`src/rtl/mem_port_arbiter.sv`:
```
// mem_port_arbiter: two-port (CPU, DMA) arbiter onto one single-ported memory.
// CPU normally wins; DMA wins once it has been refused STARVE_MAX cycles in a row.
// Read data returns one cycle after the grant through the port that issued it.
module mem_port_arbiter #(
    parameter int unsigned STARVE_MAX = 3
) (
    input  logic       clk,
    input  logic       reset,
    input  logic       c_req,
    input  logic       c_we,
    input  logic [7:0] c_addr,
    input  logic [7:0] c_wdata,
    output logic       c_gnt,
    output logic       c_rvalid,
    output logic [7:0] c_rdata,
    input  logic       d_req,
    input  logic       d_we,
    input  logic [7:0] d_addr,
    input  logic [7:0] d_wdata,
    output logic       d_gnt,
    output logic       d_rvalid,
    output logic [7:0] d_rdata,
    output logic       m_en,
    output logic       m_we,
    output logic [7:0] m_addr,
    output logic [7:0] m_wdata,
    input  logic [7:0] m_rdata,
    output logic       starving
);

    localparam int unsigned CNT_W = 3;

    typedef enum logic [1:0] {
        IDLE   = 2'd0,
        RD_CPU = 2'd1,
        RD_DMA = 2'd2
    } ownerState_t;

    ownerState_t       state;
    logic [CNT_W-1:0]  starveCnt;
    logic [7:0]        cHold;
    logic [7:0]        dHold;
    logic              cWins;

    // Arbitration: CPU first unless the DMA starvation override is active.
    always_comb begin
        starving = (starveCnt == CNT_W'(STARVE_MAX));
        cWins    = c_req && !(starving && d_req);
        c_gnt    = !reset && cWins;
        d_gnt    = !reset && d_req && !cWins;
        m_en     = 1'b0;
        m_we     = 1'b0;
        m_addr   = 8'h00;
        m_wdata  = 8'h00;
        if (c_gnt) begin
            m_en    = 1'b1;
            m_we    = c_we;
            m_addr  = c_addr;
            m_wdata = c_wdata;
        end else if (d_gnt) begin
            m_en    = 1'b1;
            m_we    = d_we;
            m_addr  = d_addr;
            m_wdata = d_wdata;
        end
    end

    // Read return: the pending owner sees live memory data; otherwise hold the last value.
    // A read pending into a reset cycle is dropped.
    always_comb begin
        c_rvalid = (state == RD_CPU) && !reset;
        d_rvalid = (state == RD_DMA) && !reset;
        c_rdata  = c_rvalid ? m_rdata : cHold;
        d_rdata  = d_rvalid ? m_rdata : dHold;
    end

    // Owner FSM, starvation counter and read-data hold registers.
    always_ff @(posedge clk) begin
        if (reset) begin
            state     <= IDLE;
            starveCnt <= '0;
            cHold     <= 8'h00;
            dHold     <= 8'h00;
        end else begin
            if (c_gnt && !c_we) begin
                state <= RD_CPU;
            end else if (d_gnt && !d_we) begin
                state <= RD_DMA;
            end else begin
                state <= IDLE;
            end

            if (!d_req || d_gnt) begin
                starveCnt <= '0;
            end else if (starveCnt != CNT_W'(STARVE_MAX)) begin
                starveCnt <= starveCnt + CNT_W'(1);
            end

            if (state == RD_CPU) begin
                cHold <= m_rdata;
            end
            if (state == RD_DMA) begin
                dHold <= m_rdata;
            end
        end
    end

endmodule
```
`config.mk`:
```
export PLATFORM = sky130hd
export DESIGN_NAME = mem_port_arbiter
export DESIGN_NICKNAME = d
export VERILOG_FILES = /design/src/rtl/mem_port_arbiter.sv
export SDC_FILE = /design/constraint.sdc
export NUM_CORES = 1
export LEC_CHECK = 0
export BUFFER_PORTS_ARGS = -buffer_cell sky130_fd_sc_hd__buf_4
export CAP_MARGIN = 10
export CORE_UTILIZATION = 40
export CTS_BUF_LIST = sky130_fd_sc_hd__clkbuf_4 sky130_fd_sc_hd__clkbuf_8
export CTS_CLUSTER_DIAMETER = 120
export CTS_CLUSTER_SIZE = 40
export DETAILED_ROUTE_END_ITERATION = 8
export GPL_TIMING_DRIVEN = 1
export HOLD_SLACK_MARGIN = 0.05
export PLACE_DENSITY = 0.79
export SYNTH_ARGS = -nofsm -noshare
export SYNTH_HDL_FRONTEND = slang
export SYNTH_SLANG_ARGS = --single-unit
```
`constraint.sdc`:
```
create_clock -name clk -period 1.4 [get_ports clk]
set_input_delay 0.14 -clock clk [delete_from_list [all_inputs] [get_ports clk]]
set_output_delay 0.14 -clock clk [all_outputs]
set_load 0.1 [all_outputs]
```
# Yosys cells after proc, flatten, opt, wreduce, memory -nomap -nowiden
# Cells that the tools add are included.
# word_totals
output_inout_bits,39
reg_bits,21
word_cells,40
inputBits,46
# classes
reduce_logical,18
mux,12
addsub,1
n_eq_ne,4
# op_table
operator,count
2-to-1 mux 8 bit,6
logical AND 1 bit,9
zero test 1 bit,6
2-to-1 mux 1 bit,5
OR reduction 2 bit,2
"adder 3 x 1 -> 3 bit, second input constant",1
"== test 3 x 2 -> 1 bit, second input constant",1
"inequality test 3 x 2 -> 1 bit, second input constant",1
"== test 2 x 1 -> 1 bit, second input constant",1
"== test 2 bit, second input constant",1
2-to-1 mux 2 bit,1
logical OR 1 bit,1

# Logic depth before layout (Yosys ltp)
# logic_depth
ltp_word,9
ltp_mapped,7
depth_no_buf,5

# Worst setup path after synthesis
# Ideal clock, no wire load.
# synth_timing
path_type,register to output
start,register starveCnt[0]
end,output port m_addr[2]
arrival_time_ps,3157
slack_ps,-1897
path_buffers,2
path_stages_with_launch,8
path_cell_list,dfxtp_1 ha_1 ha_1 nand2b_1 buf_2 buf_6 a32oi_1 nor2_1
# synth_between
elab_chain_len,8
word_cells_on_any_way,9
# synth_lines
item,line_no,rtl
"start, declared",40,logic [CNT_W-1:0] starveCnt;
"start signal, assigned",96,starveCnt <= starveCnt + CNT_W'(1);
== test 3 x 2 -> 1 bit (*),47,starving = (starveCnt == CNT_W'(STARVE_MAX));
named net starving,28,output logic starving
logical AND 1 bit (*),48,cWins = c_req && !(starving && d_req);
zero test 1 bit (*),48,
logical AND 1 bit (*),48,
zero test 1 bit,50,d_gnt = !reset && d_req && !cWins;
logical AND 1 bit,50,
2-to-1 mux 8 bit,60,end else if (d_gnt) begin
2-to-1 mux 8 bit (*),55,if (c_gnt) begin
"end, declared",25,"output logic [7:0] m_addr,"
# The timed path passes the listed nets; every way through them passes the cells marked *.

# Worst setup path in the final report
# layout_timing
start,register starveCnt[0]
end,output port m_addr[7]
# layout_between
elab_chain_len,8
word_cells_on_any_way,9
# layout_lines
item,line_no
== test 3 x 2 -> 1 bit (*),47
logical AND 1 bit (*),48
zero test 1 bit (*),48
logical AND 1 bit (*),48
zero test 1 bit,50
logical AND 1 bit,50
2-to-1 mux 8 bit,60
2-to-1 mux 8 bit (*),55
# Mark *: on every way between the ends. The rest lies on a longest branch, timed or not.

==> impl_metrics.yaml <==
synthesis:
  cell_accounting_for_the_most_synthesized_area: "dfxtp_1"
  synth-simple-area-share_pct: 23.7
  synth_cell_type_count: 18
  synthesis.nets: 204
  synth-compound-area-share_pct: 18.3
  leading_cell_types_by_count_after_synthesis: "nand2_1 (33), nor2_1 (22), dfxtp_1 (21)"
  synth-edff-count: 0
  postSynthRegisterBits: 21
  synth.top_cell.area_share_pct: 31.1
  synth_top_family_by_area: "simple AND/OR/NAND/NOR gates"
  dominantRegCellSynth: "dfxtp_1"
  synth_adder_area_share_pct: 1.85
  synth.yosys.seq_area_share_pct: 31.1
  yosys-mux-area-fraction_pct: 17.7
  netlist_area_um2: 1350
  ys_warn_count: 0
  postSynth.asyncResetShare_pct: 0
  synthCells: 156
  synth.top_cells.by_area: "dfxtp_1 (31%), mux2_4 (18%), a32oi_1 (11%), nand2_1 (9.1%), nor2_1 (6.1%)"
  synth_most_common_cell: "nand2_1"
  postSynthAreaPerCell_um2: 8.68
  yosys.area_share.xor_xnor_pct: 0
power:
  clockPowerShare_pct: 16.3
  power_density_nw_per_um2: 685
  power_frac_comb_pct: 53.1
  seqPwrFrac_pct: 30.6
  internal_power_uw: 1150
  maximum_vdd_ir_drop_uv: 388
  sw_frac_of_total_pct: 44.0
  p_total_uw: 2050
  power_switching_uw: 901
  power.static_leakage_uw: 0.00118
final_layout:
  fin_area_um2: 2990
  design.final.nets: 299
  count_of_inserted_antenna_diode_cells: 0
  layout.core_utilization_pct: 95.7
  syn_to_final_growth_pct: 121
  drive_gt1_share_pct: 69.6
detailed_routing:
  drc_errors: 0
  route.detailed.wl_per_inst_um: 28.6
  totalWireLength_um: 8410
  drt_iter0_markers: 182
  detailroute.via_count: 1891
  drt-pass1-iter-count: 5
  route.detailed.vias_per_inst: 6.43
  ant_nets: 0
worst_setup_path:
  worstPathCellList: "ha_4 -> ha_4 -> nand2b_4 -> a32oi_1 -> nor2_4 -> buf_12"
  critPathMaxFanout: 9
  worst_path_max_delay_cell: "a32oi_1"
  critPathCaptureType: "output pin"
  crit_path_max_incr_delay_ps: 410
  critPathRequiredTime_ps: 1260
  crit_type: "flip-flop to output pin"
  crit-reg2reg-launch: "starveCnt[0]"
  worst_setup_path_start_kind: "flip-flop"
  reg2reg_to: "starveCnt[0]"
  critPathArrivalTime_ps: 1910
  timing.reg2reg.worst_path_depth: 8
  ff2ff_setup_slack_ps: -100
  crit_top_cell: "ha_4"
timing:
  tightestPinTransition_ps: 412
  postLayoutSetupSlackWorst_ps: -648
  timing.max_slew.rel_slack_pct: 72.6
  grt_setup_unrepaired: "yes"
  timing.final.crit_share_pct: 146
  hold_violations: 0
  report.final.setup_viol: 43
  timing.clock.skew_ps: 23.2
  fmaxAchievable_ghz: 0.488
  finalWorstPathRequiredPeriod_ps: 2050
  maxSlewViolCount: 0
floorplan:
  initial_core_util_pct: 43.3
  io_pins: 85
  fp.dieH_um: 60.2
  dieWidth_um: 60.2
  die_footprint_um2: 3620
  floorplan.core_area_um2: 3130
  placementRows: 20
run:
  max-cap-violations: 0
global_routing:
  grt_antenna_before_repair: 0
  total_global_route_track_usage_pct: 39.4
  first_global_vias: 1843
  grt_max_degree: 19
  grt_overflow: 0
  wire_length_of_the_first_global_routing_pass_um: 10000
min_path:
  min-delay-path-class: "input port to flip-flop"
  holdPathEnd: "dHold[1]"
  timing.hold.worst_path_depth: 3
  worst_hold_startpoint: "m_rdata[1]"
place:
  port-buffer-count: 84
  dp_hpwl_um: 2860
  place.gp.congestion: 0.765
  placement.cell_area_um2: 2250
clocking:
  clock_path_buffers: 2
  clock_latency_ps: 330
  tritoncts: "done"
  numCtsBuffers: 3
  clk_pin_slew_ps: 130
  ctsHtreeMaxLevel: 1
  clkSinkCount: 21
  cts.root.buffer_cell: "clkbuf_4"
status:
  violations: "negative setup slack"
  run_status: "finished, violations left"
==> sequential cells by signal, summed over array words and instances, names as in the netlist <==
signal / cells
starveCnt: 3
dHold: 8
state: 2
cHold: 8
==> worst max path at each step <==
| stage | slack, ps | start | endpoint | cells past startpoint |
|---|---|---|---|---|
| 2_1_floorplan | -590 | starveCnt[1] | m_addr[2] | 7 |
| 3_3_place_gp | -230 | starveCnt[0] | m_wdata[3] | 6 |
| 3_5_place_dp | -250 | starveCnt[0] | m_wdata[3] | 6 |
| 4_1_cts | -490 | starveCnt[0] | m_addr[2] | 7 |
| 5_1_grt | -720 | starveCnt[0] | m_addr[7] | 6 |
| 6_report | -650 | starveCnt[0] | m_addr[7] | 6 |
==> stage by stage <==
step	hold WS [ps]	cells	setup WS, ps	setup TNS (ps)
after floorplan	204	156	-585	-13610
after global placement	303	282	-235	-3490
after detailed placement	307	282	-250	-3890
after CTS	87.0	292	-487	-13940
after global routing	76.1	294	-718	-19440
final	114	294	-648	-16770
==> logic make-up (layout without fill, tap and decap cells) <==
| kind of cell | Yosys count | in the layout |
|---|---|---|
| buffers and inverters | 14 | 105 |
| multiplexers | 16 | 16 |
| flip-flops | 21 | 21 |
| adder cells (fa/ha/maj) | 2 | 2 |
| AND/OR/NAND/NOR | 69 | 72 |
| AO/OA/AOI/OAI | 34 | 34 |
==> placed cells by master, fill, tap and decap left out, types with 2 or more instances in the layout <==
cell and count:
dfxtp_2 3, nand2b_4 4, buf_4 55, nor2b_1 3, dlygate4sd3_1 2, nor2_8 2
a32oi_2 14, buf_6 4, buf_12 39, nor2_4 21, a32oi_1 2, ha_4 2
mux2_4 16, nor2_2 2, a21oi_1 16, clkbuf_4 4, nand2_1 32, nor2b_4 2
dfxtp_1 17
==> timing repair <==
item,4_1_cts,5_1_grt
hold buffers,2,0
resized for setup,138,9
cloned,2,1
hold endpoints to repair,2,0
setup buffers,2,6
pin swaps,8,7
setup endpoints to repair,41,43
==> layer usage <==
metal | GRT usage (%) | up-vias | wire length [um]
met5 | 0 | - | 0
met3 | 9.74 | 70 | 1030
met2 | 71.6 | 208 | 3900
met4 | 20.6 | 0 | 737
met1 | 41.0 | 872 | 2740
li1 | - | 741 | -
==> critical path: cells and delay by family, from the launching register on <==
family	cells	cell delay, ps
simple gates	2	290
buf+inv	1	180
compound gates	1	410
flops	1	360
fa+ha+maj	2	350
==> layout make-up <==
type	instances	area (um2)
clock buffer	4	30.0
fill	66	134
inverter	1	3.75
multi-input combinational	124	1220
sequential	21	428
tap	44	55.1
timing repair buffer	100	1260
==> power by group through the flow <==
| stage | sequential, uW | combinational, uW | clock [uW] |
|---|---|---|---|
| final | 627 | 1090 | 334 |
| after global routing | 629 | 1110 | 378 |
| after CTS | 622 | 1020 | 316 |
| after detailed placement | 637 | 813 | 0 |
| after global placement | 637 | 807 | 0 |
| after floorplan | 635 | 598 | 0 |
No activity file was read; power rests on OpenSTA's default activity.
